--- src/rtl/crossbar_rr_scheduler.sv ---
// rtl/crossbar_rr_scheduler.sv - round-robin crossbar path scheduler with burst-limited grants
module crossbar_rr_scheduler #(
  parameter int N_INPUTS          = 2,
  parameter int N_OUTPUTS         = 2,
  parameter int CONTROL_BIT_WIDTH = 42,
  parameter int BURST_LEN         = 4,
  localparam int SW = (N_INPUTS  > 1) ? $clog2(N_INPUTS)  : 1,
  localparam int DW = (N_OUTPUTS > 1) ? $clog2(N_OUTPUTS) : 1,
  localparam int BW = $clog2(BURST_LEN + 1)
) (
  input  logic                            clk,
  input  logic                            reset,
  input  logic [N_INPUTS-1:0]             req_val,
  input  logic [N_INPUTS-1:0][DW-1:0]     req_dest,
  output logic [N_INPUTS-1:0]             req_grant,
  output logic [CONTROL_BIT_WIDTH-1:0]    control,
  output logic                            control_val,
  input  logic                            control_rdy,
  input  logic                            xfer,
  output logic                            busy
);

  typedef enum logic [1:0] {IDLE, CONFIG, BUSY} state_t;

  state_t        state, state_next;
  logic [SW-1:0] rr_ptr, ptr_next;
  logic [SW-1:0] sel, sel_next;
  logic [DW-1:0] dest, dest_next;
  logic [BW-1:0] burst_cnt, cnt_next;
  logic [SW-1:0] pick, cand;
  logic          found;
  logic          rel_now;

  // First requester at or after rr_ptr, wrapping around
  always_comb begin
    found = 1'b0;
    pick  = '0;
    cand  = '0;
    for (int i = 0; i < N_INPUTS; i++) begin
      cand = SW'((int'(rr_ptr) + i) % N_INPUTS);
      if (!found && req_val[cand]) begin
        found = 1'b1;
        pick  = cand;
      end
    end
  end

  always_comb begin
    state_next = state;
    sel_next   = sel;
    dest_next  = dest;
    ptr_next   = rr_ptr;
    cnt_next   = burst_cnt;
    rel_now    = 1'b0;
    case (state)
      IDLE: begin
        if (found) begin
          sel_next   = pick;
          dest_next  = req_dest[pick];
          state_next = CONFIG;
        end
      end
      CONFIG: begin
        if (control_rdy) begin
          state_next = BUSY;
          cnt_next   = '0;
        end
      end
      BUSY: begin
        if (xfer) cnt_next = burst_cnt + 1'b1;
        // Burst exhaustion and requester drop collapse into one release
        rel_now = (xfer && (burst_cnt == BW'(BURST_LEN - 1))) || !req_val[sel];
        if (rel_now) begin
          state_next = IDLE;
          ptr_next   = (sel == SW'(N_INPUTS - 1)) ? '0 : sel + 1'b1;
        end
      end
      default: state_next = IDLE;
    endcase
  end

  always_ff @(posedge clk) begin
    if (reset) begin
      state     <= IDLE;
      rr_ptr    <= '0;
      sel       <= '0;
      dest      <= '0;
      burst_cnt <= '0;
    end else begin
      state     <= state_next;
      rr_ptr    <= ptr_next;
      sel       <= sel_next;
      dest      <= dest_next;
      burst_cnt <= cnt_next;
    end
  end

  always_comb begin
    req_grant = '0;
    if (state == BUSY) req_grant[sel] = 1'b1;
  end

  assign control     = {sel, dest, {(CONTROL_BIT_WIDTH - SW - DW){1'b0}}};
  assign control_val = (state == CONFIG);
  assign busy        = (state != IDLE);

endmodule

--- config.mk ---
export PLATFORM = sky130hd
export DESIGN_NAME = crossbar_rr_scheduler
export DESIGN_NICKNAME = d
export VERILOG_FILES = /design/src/rtl/crossbar_rr_scheduler.sv
export SDC_FILE = /design/constraint.sdc
export NUM_CORES = 1
export LEC_CHECK = 0
export CORE_MARGIN = 2
export CORE_UTILIZATION = 39
export CTS_BUF_LIST = sky130_fd_sc_hd__clkbuf_4
export DETAILED_ROUTE_END_ITERATION = 6
export PLACE_DENSITY = 0.87
export SYNTH_ARGS = -nofsm -noshare
export SYNTH_HDL_FRONTEND = slang
export SYNTH_SLANG_ARGS = --single-unit
export TNS_END_PERCENT = 30
--- constraint.sdc ---
create_clock -name clk -period 3.5 [get_ports clk]
set_clock_uncertainty 0.15 [all_clocks]
set_input_delay 0.35 -clock clk [delete_from_list [all_inputs] [get_ports clk]]
set_output_delay 0.35 -clock clk [all_outputs]
set_load 0.05 [all_outputs]
Word-level counts from Yosys, hierarchy flattened

Cells that the tools add are included.
W data, S select, Z words.

Logic and storage cells: 56
Bits in registers: 8
Bits of input ports: 8
Output and inout port bits: 46

Equality and inequality tests: 7
Add/sub/neg operators: 3
Multiplexer cells: 23
Reductions and logical operators: 13
Order comparisons: 5

Operators by type and width:

| cell                  | count |
|---|---|
| $mux W1               | 14 |
| $lt A1 B2 Y1 const B  | 4 |
| $mux W2               | 4 |
| $mux W3               | 2 |
| $ne A2 B2 Y1 const B  | 3 |
| $pmux W2 S3           | 1 |
| $pmux W3 S2           | 1 |
| $reduce_and A3 Y1     | 2 |
| $reduce_and A2 Y1     | 2 |
| $reduce_bool A2 Y1    | 2 |
| $add A3 B1 Y3 const B | 1 |
| $eq A3 B2 Y1 const B  | 1 |
| $logic_and A1 B1 Y1   | 3 |
| $add A1 B1 Y1 const B | 2 |
| $eq A2 B1 Y1 const B  | 1 |
| $eq A2 B2 Y1 const B  | 1 |
| $logic_not A1 Y1      | 2 |
| $logic_not A2 Y1      | 1 |
| $ne A2 B1 Y1 const B  | 1 |
| $demux W1 S1          | 1 |
| $ge A1 B1 Y1 const B  | 1 |
| $logic_or A1 B1 Y1    | 1 |

Depth between registers and ports, before layout

Gate-level depths: netlist of the first run.

Depth in word-level cells: 8
Mapped depth: 5
Gate-level depth less buffers: 5

Worst setup path after synthesis of the first run

Ideal clock, no wire load.

Path kind: register -> output
Start point: register state[0]
End point: output port control_val
Path slack: 1,820 ps
Buffers on the path: 0
Arrival time: 1,180 ps
Required time: 3,000 ps
Cell stages (with the launch flop): 2
Cells stage by stage: dfxtp_1 -> nor2b_1

Longest elaborated chain between the ends: 1

Ends and longest elaborated chain:

| element                | RTL line | source |
|---|---|---|
| start, declared        | 25       | `state_t state, state_next;` |
| start signal, assigned | 90       | `state <= state_next;` |
| $eq A2 B1 Y1           | 104      | `assign control_val = (state == CONFIG);` |
| end, declared          | 17       | `output logic control_val,` |

Every way passes these cells.

Final worst setup path of the first run

Start point: register state[1]
End point: output port req_grant[1]

Longest elaborated chain between the ends: 2

Ends and longest elaborated chain:

| element       | RTL line | source |
|---|---|---|
| $eq A2 B2 Y1  | 100      | `if (state == BUSY) req_grant[sel] = 1'b1;` |
| $mux W2       | 100      |  |
| end, declared | 15       | `output logic [N_INPUTS-1:0] req_grant,` |

Every way passes these cells.

==> flow_metrics.tcl, run 1 <==
set metrics [dict create \
    die_h_um 49.3 \
    hold_ws_ns 0.313 \
    clk_pin_slew_worst_paths_ns 0.06 \
    nFillCells 223 \
    ir_drop_mv 0.164 \
    place_area_um2 779 \
    coreArea_um2 1940 \
    fin_crit_ns 2.35 \
    avgSynthCellArea_um2 8.16 \
    crit_required_ns 3.00 \
    std_cell_rows 16 \
    crit_type "reg -> out" \
    cts_buffers 3 \
    dieArea_um2 2430 \
    grt_pass1_vias 464 \
    hold_violations 0 \
    syn_to_final_growth_pct 0.313 \
    startpoint "state[1]$_SDFFE_PP0P_" \
    slew_headroom_pct 66.7 \
    globalplace.congestion 0.745 \
    cts_max_level 1 \
    setup_viol 0 \
    antenna_found_initial 0 \
    startpoint_type "flip-flop" \
    first_iter_violations 11 \
    mostFrequentLayoutCells "conb_1, clkdlybuf4s50_1, dfxtp_1" \
    die_w_um 49.3 \
    root_buffer "clkbuf_4" \
    start_util_pct 41.2 \
    r2r-start "burst_cnt[0]$_SDFFE_PP0P_" \
    maxSlewViolCount 0 \
    tightest_slew_ns 0.498 \
    cts_setup_buffers 0 \
    drt_first_pass_iters 4 \
    synth_cells 98 \
    io_pins 54 \
    via_count 539 \
    yosysWarnings 0 \
    max_freq_mhz 426 \
    grt_first_pass_wirelength_um 1940 \
    yosys.area.top_type "buf_4" \
    status "finished, final reports clean" \
    synth_top_area_share_pct 39.4 \
    cts_hold_buf 0 \
    clk_latency_ns 0.26 \
    ys_ff_latch 8 \
    cts_resized 0 \
    layout_commonest_cell "conb_1" \
    totalWireLength_um 1190 \
    r2r-end "burst_cnt[2]$_SDFFE_PP0P_" \
    syn-cell-area_um2 800 \
    period_share_pct 67.1 \
    seq_area_frac_synth_pct 20.0 \
    wl_per_cell_um 8.75 \
    port_buffers 13 \
    reg2regPathDepth 4 \
    reg2reg_setup_slack_ns 1.99 \
    rsz0062_at_grt "no" \
    grtUsageTotal_pct 10.8 \
    synthDistinctLibCells 31 \
    synthTopCellsByArea "buf_4, dfxtp_1, a21oi_1" \
    clock_path_buffers 2 \
    hp-class "reg -> reg" \
    setup_tns_ns 0 \
    fin_area_um2 802 \
    crit_end "req_grant[1]" \
    antenna_cells 0 \
    p_per_area_nw_per_um2 426 \
    clkSinkCount 8 \
    cts_tree "built" \
    cap_violations 0 \
    p_leak_nw 0.368 \
    grt_start_max_net_pins 10 \
    layout.nets 121 \
    cp.arrival_ns 1.85 \
    critPathCaptureType "output pin" \
    hpwl_um 965 \
    viasPerCell 3.96 \
    drive_above_1_share_pct 6.42 \
    grt_overflow 0 \
    cp_max_fo 9 \
    drcViolationCount 0 \
    ant_nets 0 \
]
[routing by layer]
metal	vias to the layer above	track usage (%)	part of all wire, %
met5	-	0	0
met3	4	5.83	11
met2	31	15.5	49
met1	237	12.3	38
met4	0	7.14	1.5
li1	267	-	-
[metrics by stage]
step	setup slack (ns)	cells	power (mW)	util, %
2_1_floorplan	1.82	137	0.283	-
3_3_place_gp	1.48	133	0.268	40.1
3_5_place_dp	1.42	133	0.269	40.1
4_1_cts	1.13	136	0.345	41.3
5_1_grt	1.05	136	0.361	41.3
6_report	1.15	136	0.341	41.3
[final cells by class]
class | count | area, um^2 | area share, %
Timing Repair Buffer | 13 | 130 | 16.2
Inverter | 4 | 15.0 | 1.87
Multi-Input combinational cell | 81 | 440 | 54.9
Sequential cell | 8 | 160 | 20.0
Clock buffer | 3 | 22.5 | 2.81
Tap cell | 27 | 33.8 | 4.21
[synth_stat cells, drive strengths merged]
cell    instances
inv             4
nand3           1
a221oi          1
nor2b           1
a311oi          1
a21boi          1
buf            44
conb            1
a21oi           6
nand2b          3
ha              2
nand2           3
nor4            2
and2            1
and2b           1
o32a            1
nor2            7
nor3            1
dfxtp           8
a21bo           1
mux2i           2
o31ai           1
o21ai           2
nor3b           1
a211o           1
and4b           1
[worst min-delay path by stage]
stage | start | cells past startpoint | to
global placement | dest$_SDFFE_PP0P_ | 2 | dest$_SDFFE_PP0P_
detailed placement | dest$_SDFFE_PP0P_ | 2 | dest$_SDFFE_PP0P_
global route | dest$_SDFFE_PP0P_ | 2 | dest$_SDFFE_PP0P_
floorplan | dest$_SDFFE_PP0P_ | 2 | dest$_SDFFE_PP0P_
finish | dest$_SDFFE_PP0P_ | 2 | dest$_SDFFE_PP0P_
CTS | dest$_SDFFE_PP0P_ | 2 | dest$_SDFFE_PP0P_
[sequential cells by signal, indices dropped and copies added (netlist names)]
register / flops
rr_ptr: 1
state: 2
sel: 1
burst_cnt: 3
dest: 1
[worst max-delay path, cell delays in order (launching register included)]
cell             delay, ns
dfxtp_1               0.56
nand2b_4              0.12
nor2_1                0.10
clkdlybuf4s50_1       0.81
[report_power, final]
part	leakage, nW	total [mW]	internal [mW]	switching (mW)
registers	0.0653	0.103	0.0963	0.00681
logic	0.289	0.165	0.0303	0.135
clock network	0.0138	0.0728	0.0394	0.0334
total	0.368	0.341	0.166	0.175
[cells by family after synthesis]
family,count (synthesis),synth area share [%]
other,1,0.469
muxes,2,2.50
DFF,8,20.0
adders and majority gates,2,3.13
AOI/OAI and AO/OA,15,13.5
buffers and inverters,48,43.2
and+or+nand+nor,22,17.2
Power figures use the tool's default switching activity.
==> inputs of run 2 (changes only) <==
- CORE_UTILIZATION: 39 -> 33
- PLACE_DENSITY: 0.87 -> 0.78
- clock period: 3.5 -> 1.9 ns (I/O delays scaled with it)
==> run 2 against run 1 <==
Effect of this change: clock power grew 80%; design area grew 4.8%; first-iteration DRC count shrank 73%; highest routed layer unchanged; largest power group unchanged; critical path type unchanged.
==> flow_metrics.tcl, run 2 (same netlist as run 1, synthesis figures left out) <==
set metrics [dict create \
    fin_crit_ns 1.71 \
    port_buffers 13 \
    power_frac_seq_pct 29.7 \
    totalWireLength_um 1280 \
    top_regs "burst_cnt: 3 flops, state: 2 flops" \
    antenna_found_initial 0 \
    multi_input_area_um2 440 \
    cp.arrival_ns 1.37 \
    clk_pin_slew_worst_paths_ns 0.05 \
    cap_violations 0 \
    critPathSlowestCell "clkdlybuf4s50_1" \
    io_pins 54 \
    crit_required_ns 1.56 \
    std_cell_rows 17 \
    ir_drop_mv 0.312 \
    period_share_pct 90.2 \
    fin_util_pct 37.3 \
    hpwl_um 1050 \
    path_cells "clkdlybuf4s50_1" \
    cts_tree "built" \
    critPathMaxStageDelay_ns 0.80 \
    globalplace.congestion 0.711 \
    p_int_mw 0.318 \
    hp-class "reg -> reg" \
    critPathBufInv 1 \
    setup_tns_ns 0 \
    clk_latency_ns 0.26 \
    root_buffer "clkbuf_4" \
    cp_max_fo 2 \
    crit_family "buffers and inverters" \
    grt_first_pass_wirelength_um 1870 \
    critPathCaptureType "output pin" \
    cts_resized 0 \
    max_freq_mhz 583 \
    cts_setup_buffers 0 \
    coreArea_um2 2250 \
    crit_type "reg -> out" \
    ant_nets 0 \
    layout.nets 121 \
    dieArea_um2 2830 \
    drcViolationCount 0 \
    largest_reg_flops 3 \
    wl_per_cell_um 9.37 \
    status "finished, final reports clean" \
    seq_area_um2 160 \
    syn_to_final_growth_pct 5.16 \
    cts_max_level 1 \
    rsz0062_at_grt "no" \
    antenna_cells 0 \
    grt_overflow 0 \
    start_util_pct 35.5 \
    hold_violations 0 \
    cts_buffers 3 \
    die_w_um 53.2 \
    startpoint_type "flip-flop" \
    drive_above_1_share_pct 11.0 \
    clkSinkCount 8 \
    layout_commonest_cell "conb_1" \
    drt_first_pass_iters 4 \
    comb_power_share_pct 49.9 \
    maxSlewViolCount 0 \
    grt_pass1_vias 445 \
    mostFrequentLayoutCells "conb_1, dfxtp_1, clkdlybuf4s50_1" \
    first_iter_violations 3 \
    die_h_um 53.2 \
    switching_share_pct 50.5 \
    p_per_area_nw_per_um2 765 \
    grtUsageTotal_pct 9.46 \
    p_clk_share_pct 20.4 \
    nFillCells 235 \
    reg2reg_setup_slack_ns 0.38 \
    grt_start_max_net_pins 10 \
    via_count 572 \
    clock_path_buffers 2 \
    viasPerCell 4.18 \
    top_register "burst_cnt" \
    p_leak_nw 0.390 \
    netSwitchingPower_mw 0.325 \
    hold_ws_ns 0.316 \
    cts_hold_buf 0 \
    setup_viol 0 \
]
-- run 2: layout make-up --
cell class	count	share of cell area (%)
well taps	28	4.17
repair buffers	13	19.9
multi-input cells	81	52.4
inverters	4	1.79
flip-flops and latches	8	19.0
clock buffers	3	2.68
-- run 2: per-stage QoR --
stage | setup WS (ns) | cells | power [mW] | cell area (um^2)
floorplan | 0.250 | 137 | 0.522 | 946
global placement | 0.386 | 134 | 0.510 | 818
detailed placement | 0.320 | 134 | 0.514 | 818
CTS | 0.178 | 137 | 0.644 | 841
global route | 0.137 | 137 | 0.671 | 841
finish | 0.186 | 137 | 0.643 | 841
-- run 2: power groups by stage --
| stage | Sequential, mW | Combinational, mW | Clock (mW) |
|---|---|---|---|
| 4_1_cts | 0.191 | 0.320 | 0.133 |
| 2_1_floorplan | 0.188 | 0.334 | 0 |
| 6_report | 0.191 | 0.321 | 0.131 |
| 3_5_place_dp | 0.194 | 0.320 | 0 |
| 3_3_place_gp | 0.193 | 0.317 | 0 |
| 5_1_grt | 0.193 | 0.337 | 0.141 |
-- run 2: routing by layer --
layer / vias up / part of all wire (%) / track usage, %
li1: 266 / - / -
met4: 0 / 2.6 / 7.69
met1: 265 / 37 / 10.1
met5: - / 0 / 0
met2: 35 / 49 / 15.2
met3: 6 / 11 / 2.82
-- run 2: final timing paths --
path / from / to / cells past startpoint
max reg2reg: burst_cnt[0]$_SDFFE_PP0P_ / burst_cnt[2]$_SDFFE_PP0P_ / 4
min: dest$_SDFFE_PP0P_ / dest$_SDFFE_PP0P_ / 2
max: dest$_SDFFE_PP0P_ / control[40] / 1
min reg2reg: dest$_SDFFE_PP0P_ / dest$_SDFFE_PP0P_ / 2
-- run 2: tightest hold or removal path: stages (launching register included) --
cell      delay, ns
dfxtp_1        0.30
inv_1          0.06
a221oi_2       0.05
